`src/rtl/acumulador_punto_fijo.sv`:
```
// Fixed-point dot-product accumulator: sums N_TERMS signed Q32.32 products,
// then rounds half-up and saturates the total to signed Q16.16.
//
// state  | meaning
// ACCUM  | accepting products into acc, counting terms
// ROUND  | one cycle: round/saturate acc, register the result
// OUTPUT | result held on out_data until the downstream takes it

module acumulador_punto_fijo #(
    parameter int N_TERMS = 4,
    parameter int ACC_W   = 72
) (
    input  logic        clk,
    input  logic        rst_n,
    input  logic        clear,
    input  logic        in_valid,
    output logic        in_ready,
    input  logic [63:0] in_data,
    output logic        out_valid,
    input  logic        out_ready,
    output logic [31:0] out_data,
    output logic        out_sat
);

    localparam int CNT_W = (N_TERMS > 1) ? $clog2(N_TERMS) : 1;

    localparam logic signed [ACC_W-1:0] RND_HALF = {{(ACC_W-16){1'b0}}, 16'h8000};
    localparam logic signed [ACC_W-1:0] MAX_Q    = {{(ACC_W-31){1'b0}}, {31{1'b1}}};
    localparam logic signed [ACC_W-1:0] MIN_Q    = {{(ACC_W-31){1'b1}}, {31{1'b0}}};

    typedef enum logic [1:0] {
        ACCUM  = 2'd0,
        ROUND  = 2'd1,
        OUTPUT = 2'd2
    } state_t;

    state_t                   state, state_nxt;
    logic signed [ACC_W-1:0]  acc;
    logic signed [ACC_W-1:0]  term_ext;
    logic signed [ACC_W-1:0]  rnd;
    logic [CNT_W-1:0]         cnt;
    logic                     accept;
    logic                     last_term;
    logic [31:0]              sat_data;
    logic                     sat_flag;

    assign in_ready  = (state == ACCUM);
    assign out_valid = (state == OUTPUT);
    assign accept    = in_ready && in_valid;
    assign last_term = (cnt == CNT_W'(N_TERMS - 1));
    assign term_ext  = {{(ACC_W-64){in_data[63]}}, in_data};

    // Q32.32 -> Q.16 with round half up; the headroom in acc keeps this exact.
    assign rnd = (acc + RND_HALF) >>> 16;

    always_comb begin
        sat_data = rnd[31:0];
        sat_flag = 1'b0;
        if (rnd > MAX_Q) begin
            sat_data = 32'h7FFF_FFFF;
            sat_flag = 1'b1;
        end else if (rnd < MIN_Q) begin
            sat_data = 32'h8000_0000;
            sat_flag = 1'b1;
        end
    end

    always_ff @(posedge clk or negedge rst_n) begin
        if (!rst_n) begin
            state <= ACCUM;
        end else begin
            state <= state_nxt;
        end
    end

    always_comb begin
        state_nxt = state;
        if (clear) begin
            state_nxt = ACCUM;
        end else begin
            case (state)
                ACCUM:   if (accept && last_term) state_nxt = ROUND;
                ROUND:   state_nxt = OUTPUT;
                OUTPUT:  if (out_ready) state_nxt = ACCUM;
                default: state_nxt = ACCUM;
            endcase
        end
    end

    always_ff @(posedge clk or negedge rst_n) begin
        if (!rst_n) begin
            acc      <= '0;
            cnt      <= '0;
            out_data <= '0;
            out_sat  <= 1'b0;
        end else if (clear) begin
            acc <= '0;
            cnt <= '0;
        end else begin
            if (accept) begin
                acc <= acc + term_ext;
                cnt <= last_term ? '0 : cnt + 1'b1;
            end
            if (state == ROUND) begin
                out_data <= sat_data;
                out_sat  <= sat_flag;
            end
            if (state == OUTPUT && out_ready) begin
                acc <= '0;
            end
        end
    end

endmodule

```
`config.mk`:
```
export PLATFORM = sky130hd
export DESIGN_NAME = acumulador_punto_fijo
export DESIGN_NICKNAME = d
export VERILOG_FILES = /design/src/rtl/acumulador_punto_fijo.sv
export SDC_FILE = /design/constraint.sdc
export NUM_CORES = 1
export LEC_CHECK = 0
export CORE_ASPECT_RATIO = 1.25
export CORE_MARGIN = 1
export CORE_UTILIZATION = 58
export CTS_BUF_LIST = sky130_fd_sc_hd__clkbuf_16
export CTS_CLUSTER_DIAMETER = 30
export DETAILED_ROUTE_END_ITERATION = 6
export PLACE_DENSITY = 0.82
export SLEW_MARGIN = 20
export SYNTH_ARGS = -nofsm -noshare
export SYNTH_HDL_FRONTEND = slang
export SYNTH_SLANG_ARGS = --single-unit
```
`constraint.sdc`:
```
create_clock -name clk -period 3.8 [get_ports clk]
set_clock_uncertainty 0.05 [all_clocks]
set_input_delay 0.95 -clock clk [delete_from_list [all_inputs] [get_ports clk]]
set_output_delay 0.95 -clock clk [all_outputs]
set_load 0.02 [all_outputs]
```
==> results.md, run 1 <==
* Status: finished, violations left
* Failing checks: negative setup slack
* Largest net degree at the start of global routing at 53
* EDFF count, synth at 0
* Drt wl/cell at 18.38 µm
* Dominant cells by area after synthesis: dfrtp_1 28%, ha_1 9.4%, o21ai_0 6.1%
* Combinational Power Share at 0.543
* DR DRC count at 0
* Worst r2r dst: out_data[0]
* Clock power frac at 0.173
* GRT Util Overall at 0.3471
* Crit Path Class: in -> reg
* Mean Syn Cell Area at 7.936 µm²
* Fraction of layout cells with a size suffix above 1 at 0.2262
* Root Driver: clkbuf_16
* Core footprint at 0.01627 mm²
* NumNets Final at 1601
* Die X at 117.8 µm
* Most common cell after layout, fill and taps aside: buf_4
* Vias in the first global route at 10330
* Post-route cell area at 0.01287 mm²
* Vias per cell at 6.245
* Post-synth top area cell: dfrtp_1
* Async SR Flop Fraction at 1.000
* Final setup violation count at 1
* Post-Syn Area at 0.009722 mm²
* Routed Antenna Nets at 0
* Final Util at 0.7913
* Initial antenna violation count at 1
* Cell row count at 52
* Worst slew pin tran at 0.6896 ns
* DRT iter0 DRCs at 935
* Crit Path Max Fanout at 5
* Via Count at 10490
* Max-slew violations at 0
* Num Clock Sinks at 109
* Gate Count Post-Synth at 1225
* Post-route minimum period at 3.882 ns
* Max-Cap Viols at 0
* Switching part of the total at 0.4269
* Synth Flop Type: dfrtp_1
* Worst Hold Class: reg -> reg
* Leak Pwr at 5.519 nW
* Area after DPL at 0.01206 mm²
* Fmax achieved at 0.2576 GHz
* GPL Wtd Cong at 0.9901
* Synth warnings at 0
* Slew headroom at 0.5402
* Power per standard cell area at 437.3 mW/mm²
* Worst Setup EP: acc[14]
* Sequential share of the synthesized area at 0.2806
* Distinct cells, synth at 68
* Full die area at 0.01729 mm²
* Max VDD drop at 0.0002621 V
* Crit path from: in_data[12]
* First-pass GRT wire length at 48820 µm
* CTS H-tree lvls at 3
* FF-to-FF path depth at 10
* CP Capture Type: register
* Area growth syn-to-layout at 32.39%
* Final worst slack at -0.08226 ns
* Final Hold Vio Count at 0
* CTS Buf Count at 9
* CP arrival at 4.07 ns
* Worst R2R Setup Slack at 0.38 ns
* I/O pin count at 104
* CTS Buffer Depth at 2
* Int Power at 3.226 mW
* Die H at 146.8 µm
* Total wire length at 30880 µm
* Share of the synthesized area in the top cell type at 0.2806
* Worst skew pair latency at 0.37 ns
* DR pass1 iterations at 5
* Detail Placement HPWL at 22460 µm
* Reg power frac at 0.284
* Crit path launch type: input port
* Syn Nets at 1368
* Buffers on Ports at 103
* CTS tree: done
* Number of synthesized register bits at 109
* Final period util at 1.022
* Switching power at 2.402 mW
* RR Startpoint: acc[35]
* Effective utilization at floorplan at 0.5977
* Worst-path clk slew at 0.08 ns
* Most frequent cells in the layout: 178 x buf_4, 152 x nand2_1, 114 x o21ai_0
* Grt ovf at 0
* WP data required at 3.99 ns
synth_stat cells (all sizes together), types with 10 or more instances:
library cell and count:
xor2 43, nand2 184, o21a 12, o31ai 11
nor3 20, dfrtp 109, a21oi 125, a31oi 10
o211ai 12, nand4 51, inv 25, and2 10
xnor2 67, o21ai 126, clkbuf 52, and4 12
ha 73, a21o 23, o21bai 13, nor2 94
buf 10, nand3 38, nand2b 15, and3 12
critical path: stages:
cell and delay, ns:
clkdlybuf4s50_1 0.43, ha_1 0.33, buf_4 0.16, o21ai_0 0.31
nand2b_1 0.19, o31ai_4 0.12, o31ai_4 0.13, buf_4 0.15
buf_4 0.12, buf_4 0.13, buf_4 0.12, buf_4 0.12
buf_4 0.12, buf_4 0.12, buf_4 0.12, buf_4 0.12
buf_4 0.13, xnor2_2 0.13, o21ai_1 0.07
what timing repair did:
item / in CTS / in global routing
pin swaps: 18 / 33
endpoints found under the hold margin: 0 / 0
hold buffers: 0 / 0
resized for setup: 28 / 52
endpoints found under the setup margin: 21 / 29
setup buffers: 13 / 2
kinds of logic (layout without fill, tap and decap cells):
group	count (synthesis)	count (layout)	share of synthesized area
AO/OA/AOI/OAI	376	376	0.2431
adder cells (fa/ha/maj)	74	74	0.09601
flip-flops	109	109	0.2806
other	0	1	0
multiplexers	3	3	0.003218
XOR/XNOR	110	110	0.09910
buffers and inverters	87	325	0.03771
AND/OR/NAND/NOR	466	466	0.2403
layer usage:
metal  vias up  wire length [µm]  GRT usage
li1       4891                 -          -
met4         0              1363     0.1801
met2       500             15540     0.6088
met3       120              1928    0.03804
met5         -                 0          0
met1      4981             12050     0.4188
power by group through the flow:
| stage | Sequential [mW] | Combinational, mW | Clock [mW] |
|---|---|---|---|
| 2_1_floorplan | 1.62 | 1.66 | 0 |
| 3_3_place_gp | 1.59 | 2.72 | 0 |
| 3_5_place_dp | 1.60 | 2.78 | 0 |
| 4_1_cts | 1.59 | 2.88 | 0.978 |
| 5_1_grt | 1.62 | 3.30 | 1.01 |
| 6_report | 1.60 | 3.06 | 0.972 |
area by class of cell:
class / instances / area (µm²)
well taps: 216 / 270.3
clock buffers: 9 / 225.2
fillers: 1118 / 3395
multi-input cells: 1029 / 7052
diodes: 1 / 2.502
inverters: 25 / 93.84
repair buffers: 284 / 2434
flip-flops and latches: 109 / 2728
clock inverters: 7 / 66.31
registers in the layout (all words and copies together), names as in the netlist:
name / count
out_data: 32
cnt: 2
acc: 72
state: 2
out_sat: 1
through the flow:
step	total power, mW	worst slack (ns)	hold slack [ns]	TNS (ns)	instances
6_report	5.628	-0.08226	0.4537	-0.08226	1680
5_1_grt	5.941	-0.1152	0.4846	-0.3079	1679
4_1_cts	5.440	0.005145	0.4545	0	1677
3_5_place_dp	4.381	-0.6597	0.4287	-15.03	1648
3_3_place_gp	4.310	-0.5120	0.4163	-12.46	1648
2_1_floorplan	3.279	0.06050	0.4026	0	1225
how the worst min path moves through the flow:
stage                     slack [ns]      to    from  depth (start not counted)
after global routing            0.48  acc[0]  acc[0]                          1
after floorplan                 0.40  acc[6]  acc[6]                          2
final                           0.45  acc[4]  acc[4]                          2
after detailed placement        0.43  acc[6]  acc[6]                          2
after global placement          0.42  acc[6]  acc[6]                          2
after CTS                       0.45  acc[3]  acc[3]                          2
(Power assumes the default switching activity.)
==> run 2, diff against run 1 <==
- DONT_BUFFER_PORTS: not set -> 1
- PLACE_DENSITY: 0.82 -> 0.74
==> run 2 against run 1 <==
Compared with the run above:
- the run now ends clean
- register-to-register slack is essentially flat
- sequential share of layout area grew 4.5 points
- critical path depth shrank 6
- design area shrank 17%
- die area is the same
- combinational power shrank 26%
- critical path type unchanged
- clock power is essentially flat
- critical endpoint is now acc[58]
- sequential power grew 4%
==> results.md, run 2 (synthesized netlist as in run 1, its figures left out) <==
* Combinational Power Share at 0.463
* Slew headroom at 0.4993
* Leak Pwr at 4.488 nW
* WP data required at 4.00 ns
* Fin Setup TNS at 0 ns
* Cell row count at 52
* FF-to-FF path depth at 11
* Worst skew pair latency at 0.37 ns
* DR DRC count at 0
* Max reg flops at 72
* Area growth syn-to-layout at 9.382%
* Worst Setup EP: acc[58]
* Post-route minimum period at 3.499 ns
* Buffers on Ports at 0
* Final Hold Vio Count at 0
* Final setup violation count at 0
* Pwr Total at 4.896 mW
* Via Count at 9152
* Dpl ws at -0.1613 ns
* Worst Hold Class: in -> async
* Most flops, register: acc
* Status: finished clean
* Max VDD drop at 0.0002238 V
* Fmax achieved at 0.2858 GHz
* CP Capture Type: register
* Crit Path Max Fanout at 5
* Die H at 146.8 µm
* Diode count at 0
* Cts hold-fix bufs at 0
* Routed Antenna Nets at 0
* Initial antenna violation count at 0
* CP arrival at 3.70 ns
* Most frequent cells in the layout: 155 x nand2_1, 119 x o21ai_0, 109 x dfrtp_1
* Int Power at 2.784 mW
* NumNets Final at 1390
* GPL Wtd Cong at 0.9448
* Largest net degree at the start of global routing at 110
* Final worst slack at 0.3014 ns
* Crit path launch type: input port
* Vias per cell at 6.234
* Crit Path Class: in -> reg
* Grt ovf at 0
* Crit-path max cell delay at 0.37 ns
* GRT Util Overall at 0.3181
* Max-slew violations at 0
* Vias in the first global route at 9082
* RSZ-0062 raised after global routing: false
* CTS Buf Count at 9
* Top flop regs: acc (72), out_data (32)
* Worst r2r dst: acc[71]
* Full die area at 0.01729 mm²
* Final period util at 0.9207
* Switching power at 2.112 mW
* Core footprint at 0.01627 mm²
* Slowest CP cell: fa_1
* Clock power frac at 0.198
* Worst R2R Setup Slack at 0.39 ns
* DR pass1 iterations at 6
* Num Clock Sinks at 109
* Min Hold Slack at 0.2124 ns
* Total wire length at 26730 µm
* Crit path from: in_data[0]
* Power per standard cell area at 460.4 mW/mm²
* I/O pin count at 104
* First-pass GRT wire length at 44420 µm
* Crit-path cells: ha_1 -> inv_1 -> fa_1 -> nand2b_1 -> a21oi_2 -> o21ai_1 -> o31ai_1 -> a21oi_1 -> o41ai_2 -> a31oi_2 -> o31ai_1 -> xnor2_1 -> o21ai_1
* Worst slew pin tran at 0.7511 ns
* CTS tree: done
* CTS Buffer Depth at 2
* Max-Cap Viols at 0
* Switching part of the total at 0.4314
* Detail Placement HPWL at 20610 µm
* Effective utilization at floorplan at 0.5977
* RR Startpoint: acc[47]
* Worst-path clk slew at 0.08 ns
* Most common cell after layout, fill and taps aside: nand2_1
* Reg power frac at 0.339
* DRT iter0 DRCs at 715
* CTS H-tree lvls at 3
* Root Driver: clkbuf_16
* Die X at 117.8 µm
* Fraction of layout cells with a size suffix above 1 at 0.1342
* Drt wl/cell at 18.21 µm
[run 2: cell types whose count changed in the layout (fill, tap and decap cells not counted), moves of 4 or more]
cell             before  now
a21oi_1              88   95
dlygate4sd2_1         4    0
o21ai_0             114  119
dlymetal6s2s_1        4    0
o31ai_2               4    0
buf_4               178   70
ha_1                 62   73
clkdlybuf4s50_1      94    0
ha_4                  9    0
o21ai_2               4    0
a21oi_2              36   30
o31ai_1               4   10
[run 2: power by group through the flow]
stage | sequential, mW | combinational (mW) | clock [mW]
floorplan | 1.62 | 1.66 | 0
global placement | 1.68 | 2.21 | 0
detailed placement | 1.68 | 2.23 | 0
CTS | 1.66 | 2.24 | 0.980
global route | 1.69 | 2.52 | 1.02
finish | 1.66 | 2.27 | 0.969
[run 2: worst min-delay path by stage]
stage / start / endpoint / slack, ns / cells after the start
finish: rst_n / out_data[28] / 0.21 / 0
global route: rst_n / out_data[28] / 0.20 / 0
global placement: acc[6] / acc[6] / 0.42 / 2
detailed placement: acc[4] / acc[4] / 0.43 / 2
CTS: rst_n / out_data[28] / 0.21 / 0
floorplan: acc[6] / acc[6] / 0.40 / 2
[run 2: layout make-up]
type	instances	area, µm²
multi-input cells	1029	6665
fillers	1470	5632
flip-flops and latches	109	2728
repair buffers	73	585.6
well taps	216	270.3
clock buffers	9	225.2
inverters	25	93.84
clock inverters	7	66.31
[run 2: metal layers]
layer / vias up / global-route usage / routed length (µm)
li1: 4488 / - / -
met4: 0 / 0.1141 / 759
met2: 291 / 0.5532 / 13070
met5: - / 0 / 0
met3: 52 / 0.06134 / 1659
met1: 4321 / 0.3908 / 11240
[run 2: timing repair]
| action | in CTS | in global routing |
|---|---|---|
| setup endpoints to repair | 0 | 5 |
| buffers inserted | 0 | 0 |
| hold endpoints to repair | 0 | 0 |
| resized for setup | 0 | 2 |
[run 2: worst max-delay path: cells and delay by family]
| family | cells | cell delay [ns] |
|---|---|---|
| XOR/XNOR | 1 | 0.17 |
| AO/OA/AOI/OAI | 8 | 1.79 |
| buffers and inverters | 1 | 0.06 |
| AND/OR/NAND/NOR | 1 | 0.19 |
| adder cells (fa/ha/maj) | 2 | 0.53 |
[run 2: metrics by stage]
stage,cell area (µm²),util,cells
after floorplan,9728,-,1225
after global placement,10330,0.6352,1452
after detailed placement,10330,0.6352,1452
after CTS,10620,0.6532,1468
after global routing,10630,0.6538,1468
final,10630,0.6538,1468
